**config.mk**
```make
export PLATFORM = sky130hd
export DESIGN_NAME = selftrig_buffer_swap_master
export DESIGN_NICKNAME = d
export VERILOG_FILES = /design/src/rtl/selftrig_buffer_swap_master.sv
export SDC_FILE = /design/constraint.sdc
export NUM_CORES = 1
export LEC_CHECK = 0
export BUFFER_PORTS_ARGS = -buffer_cell sky130_fd_sc_hd__buf_2
export CAP_MARGIN = 20
export CORE_ASPECT_RATIO = 1.75
export CORE_MARGIN = 1
export CORE_UTILIZATION = 45
export CTS_CLUSTER_SIZE = 10
export DETAILED_ROUTE_END_ITERATION = 7
export PLACE_DENSITY_LB_ADDON = 0.1
export SYNTH_ARGS = -nofsm -noshare
export SYNTH_HDL_FRONTEND = slang
export SYNTH_SLANG_ARGS = --single-unit
```
**constraint.sdc**
```tcl
create_clock -name clk50 -period 3.67 [get_ports clk50]
set_input_delay 0.367 -clock clk50 [delete_from_list [all_inputs] [get_ports clk50]]
set_output_delay 0.367 -clock clk50 [all_outputs]
set_load 0.01 [all_outputs]
```
**src/rtl/selftrig_buffer_swap_master.sv**
```systemverilog
// rtl/selftrig_buffer_swap_master.sv - master controller for self-triggered DDR3 double buffering
//
// Drives enable_triggering/ddr3_buffer to the channel FPGAs and flips ddr3_buffer every
// swap_interval cycles. After each flip it waits for all enabled channels to report the retired
// buffer complete, then hands that buffer to readout via readout_req/readout_ack. Stopping the
// run drains the final buffer the same way.
//
// Optional feature: define EXT_SWAP_EN to add ext_swap_req. A synchronised rising edge on it
// forces a flip while in RUN. Edges seen in any other state are dropped.
//
// Ports:
//   clk50, reset_clk50          clock and asynchronous active-high reset
//   run_enable, swap_interval   software run control and flip period (0 = no periodic flips)
//   chan_enable                 channel mask; masked channels never block progress
//   ext_done, ext_done_buffer   async per-channel idle / buffer-complete flags (ch n at [2n+1:2n])
//   readout_ack                 one-cycle pulse that ends a readout handshake
//   enable_triggering, ddr3_buffer            outputs to the channel FPGAs
//   readout_req, readout_buffer               readout handshake to the readout engine
//   swap_count, timeout_err, chan_timeout_mask, sm_idle   status outputs
module selftrig_buffer_swap_master #(
  parameter int NUM_CHAN     = 5,
  parameter int GUARD_CYC    = 16,
  parameter int DONE_TIMEOUT = 50000
) (
  input  logic                  clk50,
  input  logic                  reset_clk50,
  input  logic                  run_enable,
  input  logic [31:0]           swap_interval,
  input  logic [NUM_CHAN-1:0]   chan_enable,
  input  logic [NUM_CHAN-1:0]   ext_done,
  input  logic [2*NUM_CHAN-1:0] ext_done_buffer,
  input  logic                  readout_ack,
`ifdef EXT_SWAP_EN
  input  logic                  ext_swap_req,
`endif
  output logic                  enable_triggering,
  output logic                  ddr3_buffer,
  output logic                  readout_req,
  output logic                  readout_buffer,
  output logic [31:0]           swap_count,
  output logic                  timeout_err,
  output logic [NUM_CHAN-1:0]   chan_timeout_mask,
  output logic                  sm_idle
);

  typedef enum logic [3:0] {
    S_IDLE, S_ARM, S_RUN, S_FLIP, S_GUARD, S_WAIT_DONE, S_READOUT, S_STOP, S_DRAIN, S_FINAL
  } state_t;

  localparam logic [31:0] GUARD_LAST = 32'(GUARD_CYC - 1);
  localparam logic [31:0] TO_LAST    = 32'(DONE_TIMEOUT - 1);

  state_t                  state_q;
  logic [31:0]             cnt_q;
  logic                    en_trig_q, ddr3_q, req_q, rbuf_q, terr_q, idle_q;
  logic [31:0]             swap_cnt_q;
  logic [NUM_CHAN-1:0]     tmask_q;

  (* ASYNC_REG = "TRUE" *) logic [NUM_CHAN-1:0]   done_s1_q, done_s2_q;
  (* ASYNC_REG = "TRUE" *) logic [2*NUM_CHAN-1:0] dbuf_s1_q, dbuf_s2_q;

  logic [NUM_CHAN-1:0] buf_flag;
  logic [NUM_CHAN-1:0] buf_missing, drain_missing;
  logic                buf_all_done, drain_all_done, swap_edge;
  logic [31:0]         cnt_inc_d;

  // Select each channel's flag for the buffer that was just retired.
  always_comb begin
    buf_flag = '0;
    for (int n = 0; n < NUM_CHAN; n++) begin
      buf_flag[n] = rbuf_q ? dbuf_s2_q[2*n+1] : dbuf_s2_q[2*n];
    end
  end

  // Masked channels count as done, so an all-zero mask is always "all done".
  assign buf_missing    = chan_enable & ~buf_flag;
  assign drain_missing  = chan_enable & ~done_s2_q;
  assign buf_all_done   = (buf_missing == '0);
  assign drain_all_done = (drain_missing == '0);
  assign cnt_inc_d      = cnt_q + 32'd1;

`ifdef EXT_SWAP_EN
  (* ASYNC_REG = "TRUE" *) logic [1:0] swp_sync_q;
  logic swp_last_q;
  always_ff @(posedge clk50 or posedge reset_clk50) begin
    if (reset_clk50) begin
      swp_sync_q <= '0;
      swp_last_q <= 1'b0;
    end else begin
      swp_sync_q <= {swp_sync_q[0], ext_swap_req};
      swp_last_q <= swp_sync_q[1];
    end
  end
  assign swap_edge = swp_sync_q[1] & ~swp_last_q;
`else
  assign swap_edge = 1'b0;
`endif

  always_ff @(posedge clk50 or posedge reset_clk50) begin
    if (reset_clk50) begin
      done_s1_q <= '0;
      done_s2_q <= '0;
      dbuf_s1_q <= '0;
      dbuf_s2_q <= '0;
    end else begin
      done_s1_q <= ext_done;
      done_s2_q <= done_s1_q;
      dbuf_s1_q <= ext_done_buffer;
      dbuf_s2_q <= dbuf_s1_q;
    end
  end

  // cnt_q is shared: guard/timeout up-counter, or the interval down-counter while in RUN.
  always_ff @(posedge clk50 or posedge reset_clk50) begin
    if (reset_clk50) begin
      state_q    <= S_IDLE;
      cnt_q      <= '0;
      en_trig_q  <= 1'b0;
      ddr3_q     <= 1'b0;
      req_q      <= 1'b0;
      rbuf_q     <= 1'b0;
      swap_cnt_q <= '0;
      terr_q     <= 1'b0;
      tmask_q    <= '0;
      idle_q     <= 1'b1;
    end else begin
      case (state_q)
        S_IDLE: begin
          if (run_enable) begin
            state_q    <= S_ARM;
            idle_q     <= 1'b0;
            terr_q     <= 1'b0;
            tmask_q    <= '0;
            swap_cnt_q <= '0;
            ddr3_q     <= 1'b0;
            en_trig_q  <= 1'b0;
            cnt_q      <= '0;
          end
        end
        S_ARM: begin
          if (cnt_q == GUARD_LAST) begin
            state_q   <= S_RUN;
            en_trig_q <= 1'b1;
            cnt_q     <= swap_interval;
          end else begin
            cnt_q <= cnt_inc_d;
          end
        end
        S_RUN: begin
          if (!run_enable) begin
            state_q   <= S_STOP;
            en_trig_q <= 1'b0;
            cnt_q     <= '0;
          end else if (swap_edge || cnt_q == 32'd1) begin
            state_q    <= S_FLIP;
            ddr3_q     <= ~ddr3_q;
            rbuf_q     <= ddr3_q;
            swap_cnt_q <= swap_cnt_q + 32'd1;
          end else if (cnt_q != '0) begin
            cnt_q <= cnt_q - 32'd1;
          end
        end
        S_FLIP: begin
          state_q <= S_GUARD;
          cnt_q   <= '0;
        end
        S_GUARD: begin
          if (cnt_q == GUARD_LAST) begin
            state_q <= S_WAIT_DONE;
            cnt_q   <= '0;
          end else begin
            cnt_q <= cnt_inc_d;
          end
        end
        S_WAIT_DONE: begin
          if (buf_all_done) begin
            state_q <= S_READOUT;
            req_q   <= 1'b1;
          end else if (cnt_q == TO_LAST) begin
            state_q <= S_READOUT;
            req_q   <= 1'b1;
            terr_q  <= 1'b1;
            tmask_q <= tmask_q | buf_missing;
          end else begin
            cnt_q <= cnt_inc_d;
          end
        end
        S_READOUT: begin
          // The handshake always completes; run_enable is only sampled on the ack cycle.
          if (readout_ack) begin
            req_q <= 1'b0;
            if (!run_enable) begin
              state_q   <= S_STOP;
              en_trig_q <= 1'b0;
              cnt_q     <= '0;
            end else begin
              state_q <= S_RUN;
              cnt_q   <= swap_interval;
            end
          end
        end
        S_STOP: begin
          if (cnt_q == GUARD_LAST) begin
            state_q <= S_DRAIN;
            cnt_q   <= '0;
          end else begin
            cnt_q <= cnt_inc_d;
          end
        end
        S_DRAIN: begin
          if (drain_all_done || cnt_q == TO_LAST) begin
            state_q <= S_FINAL;
            req_q   <= 1'b1;
            rbuf_q  <= ddr3_q;
            if (!drain_all_done) begin
              terr_q  <= 1'b1;
              tmask_q <= tmask_q | drain_missing;
            end
          end else begin
            cnt_q <= cnt_inc_d;
          end
        end
        S_FINAL: begin
          if (readout_ack) begin
            state_q <= S_IDLE;
            req_q   <= 1'b0;
            idle_q  <= 1'b1;
          end
        end
        default: begin
          state_q <= S_IDLE;
          idle_q  <= 1'b1;
        end
      endcase
    end
  end

  assign enable_triggering = en_trig_q;
  assign ddr3_buffer       = ddr3_q;
  assign readout_req       = req_q;
  assign readout_buffer    = rbuf_q;
  assign swap_count        = swap_cnt_q;
  assign timeout_err       = terr_q;
  assign chan_timeout_mask = tmask_q;
  assign sm_idle           = idle_q;

endmodule

```
==> run metrics, run 1 <==
post-route ant nets=0; worst path cell trace=nor4_1 -> nand4_1 -> buf_4 -> o31a_1 -> or4b_4 -> or3_1 -> a21oi_1; DR DRC count=0; total CTS buffers=9; postcts setup bufs=0; Initial Utilization=46.53%; drt total wl=19.22 mm; Layout Skew=0.01421 ns; post-cts sizing count=0; Area Overhead vs Synth=15.41%; placed insts=993; syn nets=807; First-pass DRT Iterations=5; total negative setup slack=0 ns; number of top-level pins=99; H-tree depth=3; Cells after Synth=747; Synth top area share=41.34%; Slowest cell on crit path=or4b_4; first-pass GRT wire length=31.32 mm; clock tree from TritonCTS=yes; TritonCTS Sinks=109; FILL cells=1,352; crit path kind=flop to flop; Port Buffers=98; CP delay by family, top=simple AND/OR/NAND/NOR gates; share of layout cells above drive strength 1=19.11%; MaxCap Viol Count=0; hold_buf cts=0; crit path DAT=3.56 ns; antenna violations before repair=0; DPL Wire Length=13.65 mm; Die Wd=93.12 um; worst-path fanout max=14; DR vias=6,223; register area share after synthesis=41.74%; Layout Nets=887; RSZ-0062 raised after global routing=false; status=completed; GPL Wtd Cong=0.9071; Async SR Flop Fraction=100.0%; crit end category=flop; site row count=57; Via density=6.167; Cell Area, Synth=6538 um^2; number of global-route vias before repair=6,328; Core Area=14,050 um^2; Pleak=3.469 nW; Req. time, crit path=3.95 ns; die height=161.5 um; yosys warns=0; final hold violations=0; final period demand of the worst path=3.287 ns; largest cells by area after synthesis=dfrtp_1 41%, nand2_1 4.3%, nor2_1 4.3%; Synth cell types=65; Diodes inserted=0; DRT iter0 DRCs=415; detailed-route wire length per cell=19.05 um; worst-margin pin slew=0.9155 ns; ys flop type=dfrtp_1; largest net degree at the start of global routing=64; Bufs and invs on worst path=1; fmax=304.2 MHz; final setup violation count=0; Slew HR=38.84%; startpoint types=flop; Clock transition at path regs=0.09 ns; Final Max Slew Viols=0; die area=15,030 um^2; crit share post-route=89.56%; power density cells=877.8 nW/um^2; worst-skew pair later-pin latency=0.36 ns; Post-synth EDFFs=0; Total GRT Usage=26.39%; Avg Cell Area, Syn=8.752 um^2; area leader, netlist=dfrtp_1; Max IR drop VDD=0.0003735 V; Crit path largest cell delay=0.68 ns; CTS max path bufs=2; Root Buffer=clkbuf_16; GR Overflow Total=0; Seq cells post-synth=109; Cell Count, Final, Fillers Out=1,009; HP Class=input port to flop
## cell families (layout without fill, tap and decap cells)
| family | Yosys count | in the layout | share of synthesized area, % |
|---|---|---|---|
| muxes | 8 | 8 | 1.244 |
| buffers and inverters | 75 | 160 | 4.727 |
| and+or+nand+nor | 306 | 306 | 23.90 |
| AOI/OAI and AO/OA | 198 | 198 | 21.32 |
| adders and majority gates | 4 | 4 | 0.7656 |
| xor gates and xnor gates | 47 | 47 | 6.297 |
| DFF | 109 | 109 | 41.74 |
## layout by cell type (no fill, tap or decap), types with 21 or more instances in the layout
cell type / count
a21oi_1: 26
buf_2: 98
buf_4: 27
dfrtp_1: 108
nand2_1: 75
nand3_1: 33
nor2_1: 75
o21ai_0: 55
xnor2_1: 21
xor2_1: 26
## synth_stat cells, types with 7 or more instances
library cell / number
or3_1: 7
and3_1: 18
nand4_1: 17
nor4_1: 15
a21oi_1: 26
o41ai_1: 7
a22o_1: 15
xor2_1: 26
a22oi_1: 13
o21ai_0: 55
inv_1: 19
mux2i_1: 7
nor2_1: 75
nand3_1: 33
o31ai_1: 12
clkbuf_1: 49
nand2_1: 75
nand2b_1: 11
dfrtp_1: 108
nor3_1: 18
a222oi_1: 12
nor2b_1: 9
xnor2_1: 21
o2bb2ai_1: 13
## state kept, by name, indices dropped and copies added, names as in the netlist, 4 cells and up
name / flops
done_s1_q: 5
chan_timeout_mask: 5
swap_count: 32
dbuf_s2_q: 10
cnt_q: 32
done_s2_q: 5
dbuf_s1_q: 10
state_q: 4
## report_power, final
| group | total [mW] | internal, mW | switching, mW |
|---|---|---|---|
| combinational | 3.74 | 1.37 | 2.37 |
| clock | 1.03 | 0.494 | 0.537 |
| sequential | 1.85 | 1.42 | 0.433 |
| total | 6.62 | 3.28 | 3.34 |
## per-stage QoR
stage	utilization (%)	hold slack (ns)	power (mW)	cell area, um^2	setup slack (ns)
floorplan	-	0.3312	4.437	6538	0.4307
global placement	51.45	0.3318	5.477	7228	0.5266
detailed placement	51.45	0.3347	5.550	7228	0.4444
CTS	53.70	0.1003	6.593	7545	0.4367
global route	53.70	0.09556	7.092	7545	0.1995
finish	53.70	0.1070	6.623	7545	0.3831
## layout make-up
class	instances	area (um^2)	area share [%]
Clock buffer	9	225.2	2.985
Tap cell	177	221.5	2.935
Inverter	19	73.82	0.9784
Multi-Input combinational cell	563	3511	46.53
Clock inverter	7	91.34	1.211
Sequential cell	109	2729	36.17
Timing Repair Buffer	125	693.2	9.187
## path summary, 6_finish.rpt
check	from	to	slack, ns	cells after the start
max	cnt_q[28]	swap_count[17]	0.38	7
min	ext_done_buffer[6]	dbuf_s1_q[6]	0.11	1
max reg2reg	cnt_q[28]	swap_count[17]	0.38	7
min reg2reg	dbuf_s1_q[9]	dbuf_s2_q[9]	0.35	0
max in group asynchronous	reset_clk50	sm_idle	2.62	3
min in group asynchronous	reset_clk50	dbuf_s1_q[1]	0.16	2
## metal layers
metal / track usage (%) / vias up / routed length (um)
met1: 29.22 / 3018 / 7222
met2: 47.69 / 238 / 10130
met4: 14.27 / 0 / 915
li1: - / 2900 / -
met3: 3.766 / 67 / 947
met5: 0 / - / 0
(Power assumes the default switching activity.)
==> run 2: changes to the inputs <==
--- a/config.mk
+++ b/config.mk
@@ -7,12 +7,12 @@
 export LEC_CHECK = 0
 export BUFFER_PORTS_ARGS = -buffer_cell sky130_fd_sc_hd__buf_2
 export CAP_MARGIN = 20
-export CORE_ASPECT_RATIO = 1.75
 export CORE_MARGIN = 1
 export CORE_UTILIZATION = 45
 export CTS_CLUSTER_SIZE = 10
 export DETAILED_ROUTE_END_ITERATION = 7
 export PLACE_DENSITY_LB_ADDON = 0.1
+export SLEW_MARGIN = 40
 export SYNTH_ARGS = -nofsm -noshare
 export SYNTH_HDL_FRONTEND = slang
 export SYNTH_SLANG_ARGS = --single-unit
==> run metrics, run 2 (synthesis gave the netlist of run 1 again) <==
RSZ-0062 raised after global routing=false; final period demand of the worst path=3.312 ns (+0.02504 ns); Via density=6.061 (-1.7%); routed metal-1 wirelength=8.356 mm (+16%); fmax=301.9 MHz (-0.76%); hold_buf cts=0 (unchanged); CP delay by family, top=compound AO/OA/AOI/OAI gates; placed cell area=7219 um^2 (-0.12%); Slew HR=56.95% (+18 points); crit share post-route=90.24% (+0.68 points); clock tree from TritonCTS=yes; DPL Wire Length=12.50 mm (-8.4%); post-route ant nets=0 (unchanged); final hold violations=0 (unchanged); DR DRC count=0 (unchanged); Placement Setup Slack=0.4769 ns (+0.03257 ns); worst-path fanout max=25 (+11); TritonCTS Sinks=109 (unchanged); R2R cell count=8 (+1); leading cell type in the layout, fill and taps excluded=dfrtp_1; Routed met3 length=1.129 mm (+19%); postcts setup bufs=0 (unchanged); Slowest cell on crit path=nor4_1; Top Metal Used=met4; R2R Path End=cnt_q[16]; crit path DAT=3.56 ns (about the same); largest net degree at the start of global routing=65 (+1.6%); commonest cells after routing, fill and taps aside=108 x dfrtp_1, 98 x buf_2, 75 x nor2_1, 75 x nand2_1, 55 x o21ai_0; Initial Utilization=46.56% (about the same); HP Class=input port to async pin; R2R setup slack=0.36 ns (-0.03 ns); Core Area=14,040 um^2 (about the same); Root Buffer=clkbuf_16; MaxCap Viol Count=0 (unchanged); Met2 Wirelength=8.572 mm (-15%); Diodes inserted=0 (unchanged); worst-margin pin slew=0.6390 ns (-0.2765 ns); CTS max path bufs=2 (unchanged); startpoint types=flop; Total GRT Usage=25.18% (-1.2 points); Final Cell Area=7551 um^2 (about the same); post-cts sizing count=0 (unchanged); worst-skew pair later-pin latency=0.36 ns (about the same); total negative setup slack=0 ns (unchanged); Area Overhead vs Synth=15.50% (about the same); die area=15,010 um^2 (-0.13%); reg2reg start=cnt_q[28]; Req. time, crit path=3.92 ns (-0.03 ns); Pleak=3.466 nW (-0.10%); Final Max Slew Viols=0 (unchanged); Layout Nets=885 (-0.23%); number of top-level pins=99 (unchanged); first-pass GRT wire length=29.66 mm (-5.3%); GR Overflow Total=0 (unchanged); die height=122.5 um (-24%); H-tree depth=3 (unchanged); share of layout cells above drive strength 1=19.16% (+0.046 points); final hold slack=0.08110 ns (-0.02586 ns); FILL cells=1,317 (-2.6%); Crit path largest cell delay=0.54 ns (-0.14 ns); worst path cell trace=nor4_1 -> nand4_1 -> o41ai_1 -> o311ai_2 -> nor2_1 -> buf_4 -> o221ai_1 -> a32o_1; total CTS buffers=9 (unchanged); Bufs and invs on worst path=1 (unchanged); worst setup margin=0.3581 ns (-0.02504 ns); final setup violation count=0 (unchanged); power density cells=870.8 nW/um^2 (-0.80%); DR vias=6,122 (-1.6%); status=completed; drt total wl=18.31 mm (-4.7%); crit path kind=flop to flop; antenna violations before repair=0 (unchanged); Layout Skew=0.01239 ns (-0.001817 ns); First-pass DRT Iterations=5 (unchanged); GPL Wtd Cong=0.9058 (-0.14%); site row count=43 (-25%); Clock transition at path regs=0.09 ns (about the same); Port Buffers=98 (unchanged); Max IR drop VDD=0.0004484 V (+20%); detailed-route wire length per cell=18.12 um (-4.8%); crit end category=flop; number of global-route vias before repair=5,851 (-7.5%); DRT iter0 DRCs=670 (+61%); Die Wd=122.5 um (+32%)
## run 2: routing by layer
| metal | up-vias | track usage (%) |
|---|---|---|
| met3 | 23 | 4.461 |
| met5 | - | 0 |
| met1 | 2966 | 34.25 |
| met2 | 229 | 40.84 |
| li1 | 2904 | - |
| met4 | 0 | 7.470 |
## run 2: how the worst max path moves through the flow
stage | from | end | slack (ns) | cells past startpoint
CTS | cnt_q[16] | cnt_q[16] | 0.45 | 8
detailed placement | cnt_q[16] | cnt_q[16] | 0.48 | 8
finish | cnt_q[28] | cnt_q[16] | 0.36 | 8
global placement | cnt_q[16] | swap_count[25] | 0.61 | 7
global route | cnt_q[16] | cnt_q[16] | 0.07 | 8
floorplan | reset_clk50 | chan_timeout_mask[0] | 0.43 | 1
## run 2: area by class of cell
type	instances	area (um^2)	share of cell area, %
Clock buffer	9	225.2	2.983
Clock inverter	7	96.34	1.276
Inverter	19	76.32	1.011
Multi-Input combinational cell	563	3521	46.63
Sequential cell	109	2729	36.14
Tap cell	180	225.2	2.983
Timing Repair Buffer	123	678.2	8.981
## run 2: through the flow
stage	instances	total power, mW	util (%)
2_1_floorplan	747	4.437	-
3_3_place_gp	994	5.389	51.39
3_5_place_dp	994	5.457	51.41
4_1_cts	1010	6.531	53.70
5_1_grt	1010	7.050	53.77
6_report	1010	6.576	53.77
## run 2: where the power goes
group	internal, mW	total (mW)	switching (mW)
logic	1.37	3.65	2.28
registers	1.42	1.88	0.456
clock network	0.504	1.05	0.545
